==> config.mk <==
export PLATFORM = sky130hd
export DESIGN_NAME = ps2_keyscan
export DESIGN_NICKNAME = d
export VERILOG_FILES = /design/src/rtl/ps2_pkg.sv /design/src/rtl/ps2_frame_rx.sv /design/src/rtl/ps2_keyscan.sv
export SDC_FILE = /design/constraint.sdc
export NUM_CORES = 1
export LEC_CHECK = 0
export BUFFER_PORTS_ARGS = -buffer_cell sky130_fd_sc_hd__buf_2
export CAP_MARGIN = 30
export CORE_UTILIZATION = 45
export DETAILED_ROUTE_END_ITERATION = 10
export GPL_TIMING_DRIVEN = 1
export MAX_ROUTING_LAYER = met4
export SLEW_MARGIN = 0
export SYNTH_ARGS = -nofsm -noshare
export SYNTH_HDL_FRONTEND = slang
export SYNTH_SLANG_ARGS = --single-unit
==> constraint.sdc <==
create_clock -name clock -period 3.9 [get_ports clock]
set_clock_uncertainty 0.05 [all_clocks]
set_input_delay 0.585 -clock clock [delete_from_list [all_inputs] [get_ports clock]]
set_output_delay 0.585 -clock clock [all_outputs]
set_load 0.01 [all_outputs]
==> src/rtl/ps2_pkg.sv <==
// ============================================================
// Module  : ps2_pkg
// Brief   : Shared types and scan-code constants for the PS/2 key scanner.
// Revision: 1.0 - initial release
// ============================================================
`default_nettype none

package ps2_pkg;

  typedef enum logic [2:0] {
    DIR_NONE = 3'd0,
    DIR_A    = 3'd1,
    DIR_D    = 3'd2,
    DIR_W    = 3'd3,
    DIR_S    = 3'd4
  } dir_t;

  typedef enum logic [1:0] {
    RX_IDLE   = 2'd0,
    RX_DATA   = 2'd1,
    RX_PARITY = 2'd2,
    RX_STOP   = 2'd3
  } rx_state_t;

  typedef struct packed {
    logic [7:0] code;
    logic       ext;
    logic       brk;
  } key_event_t;

  localparam logic [7:0] SC_W     = 8'h1D;
  localparam logic [7:0] SC_A     = 8'h1C;
  localparam logic [7:0] SC_S     = 8'h1B;
  localparam logic [7:0] SC_D     = 8'h23;
  localparam logic [7:0] SC_BREAK = 8'hF0;
  localparam logic [7:0] SC_EXT   = 8'hE0;

  function automatic dir_t wasd_dir(input logic [7:0] code);
    case (code)
      SC_A:    return DIR_A;
      SC_D:    return DIR_D;
      SC_W:    return DIR_W;
      SC_S:    return DIR_S;
      default: return DIR_NONE;
    endcase
  endfunction

endpackage

`default_nettype wire

==> src/rtl/ps2_frame_rx.sv <==
// ============================================================
// Module  : ps2_frame_rx
// Brief   : PS/2 line synchroniser, falling-edge detect and 11-bit frame receiver.
// Revision: 1.0 - initial release
// ============================================================
`default_nettype none

module ps2_frame_rx
  import ps2_pkg::*;
#(
  parameter int SYNC_STAGES    = 2,
  parameter int TIMEOUT_CYCLES = 50000
) (
  input  logic       clock,
  input  logic       reset_n,
  input  logic       ps2_clk,
  input  logic       ps2_data,
  output logic [7:0] rx_byte,
  output logic       byte_valid,
  output logic       parity_err,
  output logic       frame_err
);

  localparam int TW = $clog2(TIMEOUT_CYCLES + 1);
  localparam logic [TW-1:0] c_TO_LAST = TW'(TIMEOUT_CYCLES - 1);

  logic [SYNC_STAGES-1:0] r_clk_sync;
  logic [SYNC_STAGES-1:0] r_data_sync;
  logic                   r_clk_prev;
  rx_state_t              r_state, w_state_nxt;
  logic [2:0]             r_bit_cnt, w_bit_nxt;
  logic [7:0]             r_shift, w_shift_nxt;
  logic                   r_par, w_par_nxt;
  logic [TW-1:0]          r_to_cnt, w_to_nxt;
  logic                   r_bv, r_pe, r_fe;
  logic                   w_bv, w_pe, w_fe;
  logic                   w_clk_s, w_data, w_fall;

  assign w_clk_s = r_clk_sync[SYNC_STAGES-1];
  assign w_data  = r_data_sync[SYNC_STAGES-1];
  assign w_fall  = r_clk_prev & ~w_clk_s;

  always_comb begin
    w_state_nxt = r_state;
    w_bit_nxt   = r_bit_cnt;
    w_shift_nxt = r_shift;
    w_par_nxt   = r_par;
    w_to_nxt    = '0;
    w_bv        = 1'b0;
    w_pe        = 1'b0;
    w_fe        = 1'b0;
    if (r_state != RX_IDLE) w_to_nxt = w_fall ? '0 : r_to_cnt + 1'b1;
    case (r_state)
      RX_IDLE: begin
        if (w_fall && !w_data) begin
          w_state_nxt = RX_DATA;
          w_bit_nxt   = '0;
        end
      end
      RX_DATA: begin
        if (w_fall) begin
          w_shift_nxt = {w_data, r_shift[7:1]};
          w_bit_nxt   = r_bit_cnt + 3'd1;
          if (r_bit_cnt == 3'd7) w_state_nxt = RX_PARITY;
        end
      end
      RX_PARITY: begin
        if (w_fall) begin
          w_par_nxt   = w_data;
          w_state_nxt = RX_STOP;
        end
      end
      RX_STOP: begin
        if (w_fall) begin
          w_state_nxt = RX_IDLE;
          if (!w_data)                w_fe = 1'b1;
          else if (!(^r_shift ^ r_par)) w_pe = 1'b1;
          else                        w_bv = 1'b1;
        end
      end
      default: w_state_nxt = RX_IDLE;
    endcase
    // A stalled keyboard clock abandons the partial frame
    if (r_state != RX_IDLE && !w_fall && r_to_cnt == c_TO_LAST) begin
      w_state_nxt = RX_IDLE;
      w_to_nxt    = '0;
      w_fe        = 1'b1;
    end
  end

  always_ff @(posedge clock or negedge reset_n) begin
    if (!reset_n) begin
      r_clk_sync  <= '1;
      r_data_sync <= '1;
      r_clk_prev  <= 1'b1;
      r_state     <= RX_IDLE;
      r_bit_cnt   <= '0;
      r_shift     <= '0;
      r_par       <= 1'b0;
      r_to_cnt    <= '0;
      r_bv        <= 1'b0;
      r_pe        <= 1'b0;
      r_fe        <= 1'b0;
    end else begin
      r_clk_sync  <= {r_clk_sync[SYNC_STAGES-2:0], ps2_clk};
      r_data_sync <= {r_data_sync[SYNC_STAGES-2:0], ps2_data};
      r_clk_prev  <= w_clk_s;
      r_state     <= w_state_nxt;
      r_bit_cnt   <= w_bit_nxt;
      r_shift     <= w_shift_nxt;
      r_par       <= w_par_nxt;
      r_to_cnt    <= w_to_nxt;
      r_bv        <= w_bv;
      r_pe        <= w_pe;
      r_fe        <= w_fe;
    end
  end

  assign rx_byte    = r_shift;
  assign byte_valid = r_bv;
  assign parity_err = r_pe;
  assign frame_err  = r_fe;

endmodule

`default_nettype wire

==> src/rtl/ps2_keyscan.sv <==
// ============================================================
// Module  : ps2_keyscan
// Brief   : PS/2 receiver, make/break/extended composer, event FIFO, WASD tracker.
// Config  : PS2_KEYSCAN_TYPEMATIC_FILTER_EN suppresses repeated makes.
// Revision: 1.0 - initial release
// ============================================================
`default_nettype none

module ps2_keyscan
  import ps2_pkg::*;
#(
  parameter int FIFO_DEPTH     = 8,
  parameter int SYNC_STAGES    = 2,
  parameter int TIMEOUT_CYCLES = 50000
) (
  input  logic       clock,
  input  logic       reset_n,
  input  logic       ps2_clk,
  input  logic       ps2_data,
  output logic       key_valid,
  input  logic       key_ready,
  output logic [7:0] key_code,
  output logic       key_ext,
  output logic       key_break,
  output logic [2:0] dir,
  output logic       parity_err,
  output logic       frame_err,
  output logic       overflow
);

  localparam int AW = $clog2(FIFO_DEPTH);
  localparam logic [AW:0] c_DEPTH = (AW + 1)'(FIFO_DEPTH);

  logic [7:0] w_rx_byte;
  logic       w_rx_valid;

  ps2_frame_rx #(
    .SYNC_STAGES    (SYNC_STAGES),
    .TIMEOUT_CYCLES (TIMEOUT_CYCLES)
  ) u_rx (
    .clock      (clock),
    .reset_n    (reset_n),
    .ps2_clk    (ps2_clk),
    .ps2_data   (ps2_data),
    .rx_byte    (w_rx_byte),
    .byte_valid (w_rx_valid),
    .parity_err (parity_err),
    .frame_err  (frame_err)
  );

  logic       r_ext_pend, r_brk_pend;
  logic       w_is_ext, w_is_brk, w_evt_formed, w_suppress, w_evt_go;
  key_event_t w_evt;

  assign w_is_ext     = w_rx_valid && (w_rx_byte == SC_EXT);
  assign w_is_brk     = w_rx_valid && (w_rx_byte == SC_BREAK);
  assign w_evt_formed = w_rx_valid && !w_is_ext && !w_is_brk;
  assign w_evt.code   = w_rx_byte;
  assign w_evt.ext    = r_ext_pend;
  assign w_evt.brk    = r_brk_pend;
  assign w_evt_go     = w_evt_formed && !w_suppress;

  always_ff @(posedge clock or negedge reset_n) begin
    if (!reset_n) begin
      r_ext_pend <= 1'b0;
      r_brk_pend <= 1'b0;
    end else if (w_evt_formed) begin
      r_ext_pend <= 1'b0;
      r_brk_pend <= 1'b0;
    end else begin
      if (w_is_ext) r_ext_pend <= 1'b1;
      if (w_is_brk) r_brk_pend <= 1'b1;
    end
  end

`ifdef PS2_KEYSCAN_TYPEMATIC_FILTER_EN
  logic [8:0] r_last_make;
  logic       r_last_vld;

  assign w_suppress = w_evt_formed && !w_evt.brk && r_last_vld &&
                      (r_last_make == {w_evt.code, w_evt.ext});

  always_ff @(posedge clock or negedge reset_n) begin
    if (!reset_n) begin
      r_last_make <= '0;
      r_last_vld  <= 1'b0;
    end else if (w_evt_formed) begin
      if (w_evt.brk) begin
        r_last_vld <= 1'b0;
      end else begin
        r_last_vld  <= 1'b1;
        r_last_make <= {w_evt.code, w_evt.ext};
      end
    end
  end
`else
  assign w_suppress = 1'b0;
`endif

  dir_t r_dir, w_dir_nxt, w_key_dir;

  assign w_key_dir = wasd_dir(w_evt.code);

  always_comb begin
    w_dir_nxt = r_dir;
    if (w_evt_go && !w_evt.ext && w_key_dir != DIR_NONE) begin
      if (!w_evt.brk)              w_dir_nxt = w_key_dir;
      else if (r_dir == w_key_dir) w_dir_nxt = DIR_NONE;
    end
  end

  always_ff @(posedge clock or negedge reset_n) begin
    if (!reset_n) r_dir <= DIR_NONE;
    else          r_dir <= w_dir_nxt;
  end

  assign dir = r_dir;

  key_event_t    r_mem [FIFO_DEPTH];
  logic [AW-1:0] r_wr_ptr, r_rd_ptr;
  logic [AW:0]   r_count;
  logic          r_ovf;
  logic          w_full, w_pop, w_push;
  key_event_t    w_head;

  assign w_full = (r_count == c_DEPTH);
  assign w_pop  = key_valid && key_ready;
  // A full FIFO still accepts when the head leaves in the same cycle
  assign w_push = w_evt_go && (!w_full || w_pop);

  always_ff @(posedge clock) begin
    if (w_push) r_mem[r_wr_ptr] <= w_evt;
  end

  always_ff @(posedge clock or negedge reset_n) begin
    if (!reset_n) begin
      r_wr_ptr <= '0;
      r_rd_ptr <= '0;
      r_count  <= '0;
      r_ovf    <= 1'b0;
    end else begin
      r_ovf <= w_evt_go && w_full && !w_pop;
      if (w_push) r_wr_ptr <= r_wr_ptr + 1'b1;
      if (w_pop)  r_rd_ptr <= r_rd_ptr + 1'b1;
      case ({w_push, w_pop})
        2'b10:   r_count <= r_count + 1'b1;
        2'b01:   r_count <= r_count - 1'b1;
        default: r_count <= r_count;
      endcase
    end
  end

  assign key_valid = (r_count != '0);
  assign w_head    = r_mem[r_rd_ptr];
  assign key_code  = key_valid ? w_head.code : 8'h00;
  assign key_ext   = key_valid & w_head.ext;
  assign key_break = key_valid & w_head.brk;
  assign overflow  = r_ovf;

endmodule

`default_nettype wire

Word-level counts from Yosys, hierarchy flattened
Memory sizes are Yosys's and may differ from the RTL's.
Index checks and enable logic that the tools add are counted.
{"block": "op_classes", "n_bitwise": 5, "n_addsub": 6, "n_reduce_logical": 35, "eq_ne": 23, "muxes": 36}
{"op": "$mux W16", "count": 3}
{"op": "$eq A8 B5 Y1 const B", "count": 3}
{"op": "$mux W1", "count": 18}
{"op": "$add A16 B1 Y16 const B", "count": 1}
{"op": "$eq A16 B16 Y1 const B", "count": 1}
{"op": "$eq A8 B8 Y1 const B", "count": 2}
{"op": "$ne A3 B1 Y1 const B", "count": 5}
{"op": "$logic_and A1 B1 Y1", "count": 13}
{"op": "$mux W2", "count": 6}
{"op": "$mux W3", "count": 4}
{"op": "$pmux W3 S4", "count": 1}
{"op": "$reduce_bool A2 Y1", "count": 5}
{"op": "$add A3 B1 Y3 const B", "count": 3}
{"op": "$eq A8 B6 Y1 const B", "count": 1}
{"op": "$mux W8", "count": 1}
{"op": "$pmux W2 S4", "count": 1}
{"op": "$pmux W4 S2", "count": 1}
{"op": "$reduce_xor A8 Y1", "count": 1}
{"op": "$logic_not A1 Y1", "count": 7}
{"op": "$eq A2 B2 Y1 const B", "count": 3}
{"op": "$ne A2 B1 Y1 const B", "count": 3}
{"op": "$pmux W3 S2", "count": 1}
{"op": "$reduce_and A2 Y1", "count": 3}
{"op": "$reduce_and A5 Y1", "count": 1}
{"op": "other kinds (14)", "count": 17}
{"block": "word_totals", "ff_bits": 54, "memories": 1, "mem_bits_rw": 80, "elab_cells": 124, "input_bits": 5}
{"memory": "r_mem", "words": 8, "width": 10, "read_ports": 1, "rd_ports_with_merged_regs": 0, "wr": 1, "line_no": "ps2_keyscan.sv:119", "source": "key_event_t r_mem [FIFO_DEPTH];"}

Depth between registers and ports, before layout
{"block": "logic_depth", "depth_word": 8, "depth_mapped": 10}

Modules after synthesis
A second synthesis with hierarchy kept.
{"block": "hier_totals", "cells_unflattened": 401, "area_unflattened_um2": 5844.4}
{"mod": "ps2_keyscan", "area_per_inst_um2": 3991.3, "n_inst": 1, "cells_per_inst": 233, "seq_area_each_um2": 2802.7}
{"mod": "ps2_frame_rx", "area_per_inst_um2": 1853.0, "n_inst": 1, "cells_per_inst": 168, "seq_area_each_um2": 957.2}

Worst setup path before layout
Ideal clock, no wire load.
{"block": "synth_timing", "kind": "register to register", "start": "reg u_rx.r_shift[4], in the netlist u_rx.rx_byte[4]", "end": "mem r_mem[0][0] (netlist bit) (enable)", "setup_ps": 404, "period_less_slack_ps": 2802, "n_path_buf": 0, "slack_ps": 1098, "arrival_ps": 2348, "path_stages_with_launch": 7, "path_cell_list": "dfrtp_1 -> inv_1 -> ha_1 -> o2111ai_1 -> and2_1 -> nand2_1 -> nor4_1"}
{"block": "synth_between", "elab_chain_cells": 8}
{"item": "start, declared", "line_no": "ps2_frame_rx.sv:32", "source": "logic [7:0] r_shift, w_shift_nxt;"}
{"item": "start signal, assigned", "line_no": "ps2_frame_rx.sv:110", "source": "r_shift <= w_shift_nxt;"}
{"item": "$eq A8 B8 Y1", "line_no": "ps2_keyscan.sv:55", "source": "assign w_is_ext = w_rx_valid && (w_rx_byte == SC_EXT);"}
{"item": "$logic_and A1 B1 Y1", "line_no": "ps2_keyscan.sv:55"}
{"item": "$logic_not A1 Y1", "line_no": "ps2_keyscan.sv:57", "source": "assign w_evt_formed = w_rx_valid && !w_is_ext && !w_is_brk;"}
{"item": "$logic_and A1 B1 Y1", "line_no": "ps2_keyscan.sv:57"}
{"item": "$logic_and A1 B1 Y1 (*)", "line_no": "ps2_keyscan.sv:57"}
{"item": "$logic_and A1 B1 Y1 (*)", "line_no": "ps2_keyscan.sv:129", "source": "assign w_push = w_evt_go && (!w_full || w_pop);"}
{"item": "$mux W1 (*)", "line_no": "ps2_keyscan.sv:132", "source": "if (w_push) r_mem[r_wr_ptr] <= w_evt;"}
{"item": "$mux W1 (implied by the code) (*)", "line_no": "ps2_keyscan.sv:132"}
{"item": "end, declared", "line_no": "ps2_keyscan.sv:119"}
Mark *: on every way between the ends. The rest lies on a longest branch, timed or not.

Final worst setup path
{"block": "layout_timing", "start": "reg u_rx.r_shift[4], in the netlist u_rx.rx_byte[4]", "end": "mem r_mem[6][6] (netlist bit) (enable)"}
The elaborated chain is that of the path after synthesis.

==> flow_metrics.tcl <==
set metrics [dict create \
    run_status "completed" \
    final_max_slew_viol_count 0 \
    power.density_cell_area_nw_per_um2 648 \
    layout_worst_path_cycle_share_pct 73.9 \
    worst_ir_drop_on_vdd_v 0.000318 \
    drt_wl_total_um 10700 \
    global_route.usage.total_pct 18.7 \
    slew-limit-headroom_pct 40.5 \
    post-cts-setup-buffer-count 0 \
    post_synth.cell_area_avg_um2 14.6 \
    top_level_ports 22 \
    die_width_um 116 \
    number_of_buffers_added_by_the_clock_tree_synthesis_step 17 \
    grt_antenna_before_repair 0 \
    yosys_warnings 0 \
    setup_violations 0 \
    cts_num_sinks 134 \
    mappedNetlistArea_um2 5800 \
    drc 0 \
    initial_core_util_pct 46.0 \
    static-leakage-power_nw 2.71 \
    synthDistinctLibCells 46 \
    ys_top_cells_by_count "80 x sky130_fd_sc_hd__edfxtp_1, 49 x sky130_fd_sc_hd__dfrtp_1, 39 x sky130_fd_sc_hd__nor2_1" \
    yosysTopAreaCellShare_pct 41.4 \
    postSynthNetCount 423 \
    grt_overflow_total 0 \
    path_type_of_the_worst_setup_path "flop to flop" \
    die_area_um2 13400 \
    tritoncts "built" \
    clkSlewWorstSetupHoldPaths_ps 60 \
    post-synth-top-count-cell "sky130_fd_sc_hd__edfxtp_1" \
    root_buffer "sky130_fd_sc_hd__clkbuf_16" \
    synthDominantAreaCellType "sky130_fd_sc_hd__edfxtp_1" \
    route.vias.total 3234 \
    synth-seq-cells 134 \
    final_util_pct 53.7 \
    ys_seq_area_share_pct 64.8 \
    rsz0062_at_grt "false" \
    timing.critical_path.required_ps 3880 \
    ys_top_cells_by_area "sky130_fd_sc_hd__edfxtp_1 41%, sky130_fd_sc_hd__dfrtp_1 21%, sky130_fd_sc_hd__mux4_2 7.8%" \
    port_buffers 21 \
    diodes 0 \
    cap_viol_max_count 0 \
    finalNetCount 466 \
    core_area_um2 12600 \
    reg2reg_slack_ps 1020 \
    path_max_fanout 12 \
    final.min_clock_period_ps 2880 \
    worst_pin_slew_ps 889 \
    htree_levels 4 \
    die-height_um 116 \
    setup-tns-final_ps 0 \
    place_congestion 0.837 \
    instance_count_of_the_mapped_netlist 397 \
    number_of_global_route_vias_before_repair 3302 \
    syn2layout_area_growth_pct 16.9 \
    timing.critical_path.from_type "flop" \
    clock_insertion_delay_worst_skew_ps 420 \
    asyncSetResetFlopFracSynth_pct 40.3 \
    worst_setup_path_end_kind "flop" \
    grt_start_max_net_pins 28 \
    ctsHoldBuffers 0 \
    post_route_cells_drive_above_1_share_pct 22.1 \
    clock_tree.buffer_depth 2 \
    clock.fmax_mhz 347 \
    synth-edff-count 80 \
    core.rowCount 41 \
    post_drt_wl_per_cell_um 17.2 \
    drtIter0Drc 302 \
    grt_first_pass_wirelength_um 17400 \
    filler_instances 1085 \
    post_cts_resize_count 0 \
    arrival_ps 2870 \
    report.final.hold_viol_count 0 \
    timing.hold.worst.class "primary input to asynchronous set/reset pin" \
    place_hpwl_um 7100 \
    vias_per_cell 5.18 \
    ant_nets 0 \
    synthFlopType "sky130_fd_sc_hd__edfxtp_1" \
    drtPass1Iterations 7 \
]
[final timing paths]
path	startpoint	endpoint	depth (start not counted)
worst min register to register	u_rx.r_clk_sync[0]$_DFF_PN1_	u_rx.r_clk_sync[1]$_DFF_PN1_	0
min in group clock	ps2_data	u_rx.r_data_sync[0]$_DFF_PN1_	1
worst max register to register	u_rx.rx_byte[4]$_DFFE_PN0P_	r_mem[6][6]$_DFFE_PP_	7
worst max-delay path	u_rx.rx_byte[4]$_DFFE_PN0P_	r_mem[6][6]$_DFFE_PP_	7
max in group asynchronous	reset_n	u_rx.r_clk_sync[1]$_DFF_PN1_	3
worst min-delay path	reset_n	r_rd_ptr[2]$_DFFE_PN0P_	1
[critical path: stages, from the launching register on]
cell	delay, ps
sky130_fd_sc_hd__dfrtp_1	550
sky130_fd_sc_hd__inv_1	110
sky130_fd_sc_hd__ha_1	260
sky130_fd_sc_hd__o2111ai_1	260
sky130_fd_sc_hd__and2_1	260
sky130_fd_sc_hd__and2_4	200
sky130_fd_sc_hd__nand2_1	100
sky130_fd_sc_hd__nor2_1	710
[flip-flops by register name, summed over array words and instances (netlist names)]
register and flops:
r_rd_ptr 3, u_rx.r_to_cnt 16, u_rx.frame_err 1, r_ext_pend 1, r_mem 80, r_brk_pend 1, r_wr_ptr 3, u_rx.r_data_sync 2
u_rx.byte_valid 1, u_rx.r_clk_prev 1, dir 3, r_count 4, u_rx.rx_byte 8, u_rx.r_bit_cnt 3, u_rx.parity_err 1, u_rx.r_state 2
overflow 1, u_rx.r_clk_sync 2, u_rx.r_par 1
[layout make-up]
| type | count | area, um2 | share of cell area [%] |
|---|---|---|---|
| Tap cell | 172 | 215 | 3.17 |
| Timing Repair Buffer | 36 | 250 | 3.69 |
| Multi-Input combinational cell | 237 | 1950 | 28.8 |
| Clock buffer | 19 | 443 | 6.53 |
| Clock inverter | 12 | 106 | 1.57 |
| Inverter | 14 | 52.6 | 0.775 |
| Sequential cell | 134 | 3760 | 55.4 |
[routing by layer]
metal	routed length, um	share of wire [%]	track usage, %	vias to the layer above
li1	-	-	-	1556
met1	4920	46	23.3	1614
met2	5250	49	28.8	50
met3	432	4.0	5.86	14
met4	128	1.2	6.58	0
met5	0	0	-	-
[stage by stage]
| step | hold WS [ps] | worst slack [ps] | std cells | power, W | instance area, um2 |
|---|---|---|---|---|---|
| 3_3_place_gp | 296 | 1120 | 591 | 0.00292 | 6180 |
| 4_1_cts | 44.6 | 977 | 623 | 0.00442 | 6750 |
| 6_report | 45.0 | 1020 | 624 | 0.00439 | 6780 |
| 3_5_place_dp | 298 | 1000 | 592 | 0.00294 | 6200 |
| 5_1_grt | 53.5 | 732 | 624 | 0.00466 | 6780 |
| 2_1_floorplan | 239 | 1100 | 397 | 0.00262 | 5800 |
[kinds of logic after synthesis]
family / after synthesis / synth area share [%]
xor gates and xnor gates: 27 / 4.08
muxes: 36 / 10.7
buffers and inverters: 26 / 1.73
DFF: 134 / 64.8
and+or+nand+nor: 117 / 10.0
AOI/OAI and AO/OA: 36 / 4.14
adders and majority gates: 21 / 4.53
[power by group]
part | switching (W) | internal [W]
logic | 0.000542 | 0.000536
registers | 0.000189 | 0.00166
clock network | 0.000579 | 0.000886
total | 0.00131 | 0.00308
[cells in the final DEF (no fill, tap or decap), drive strengths merged, types with 14 or more instances in the layout]
cell and instances:
edfxtp 80, o21ai 14, inv 15, nor2 39, nand2 26, clkbuf 19
dfrtp 49, mux4 20, buf 36, xnor2 16, ha 21
Note: power is estimated with default switching activity, not from simulation.
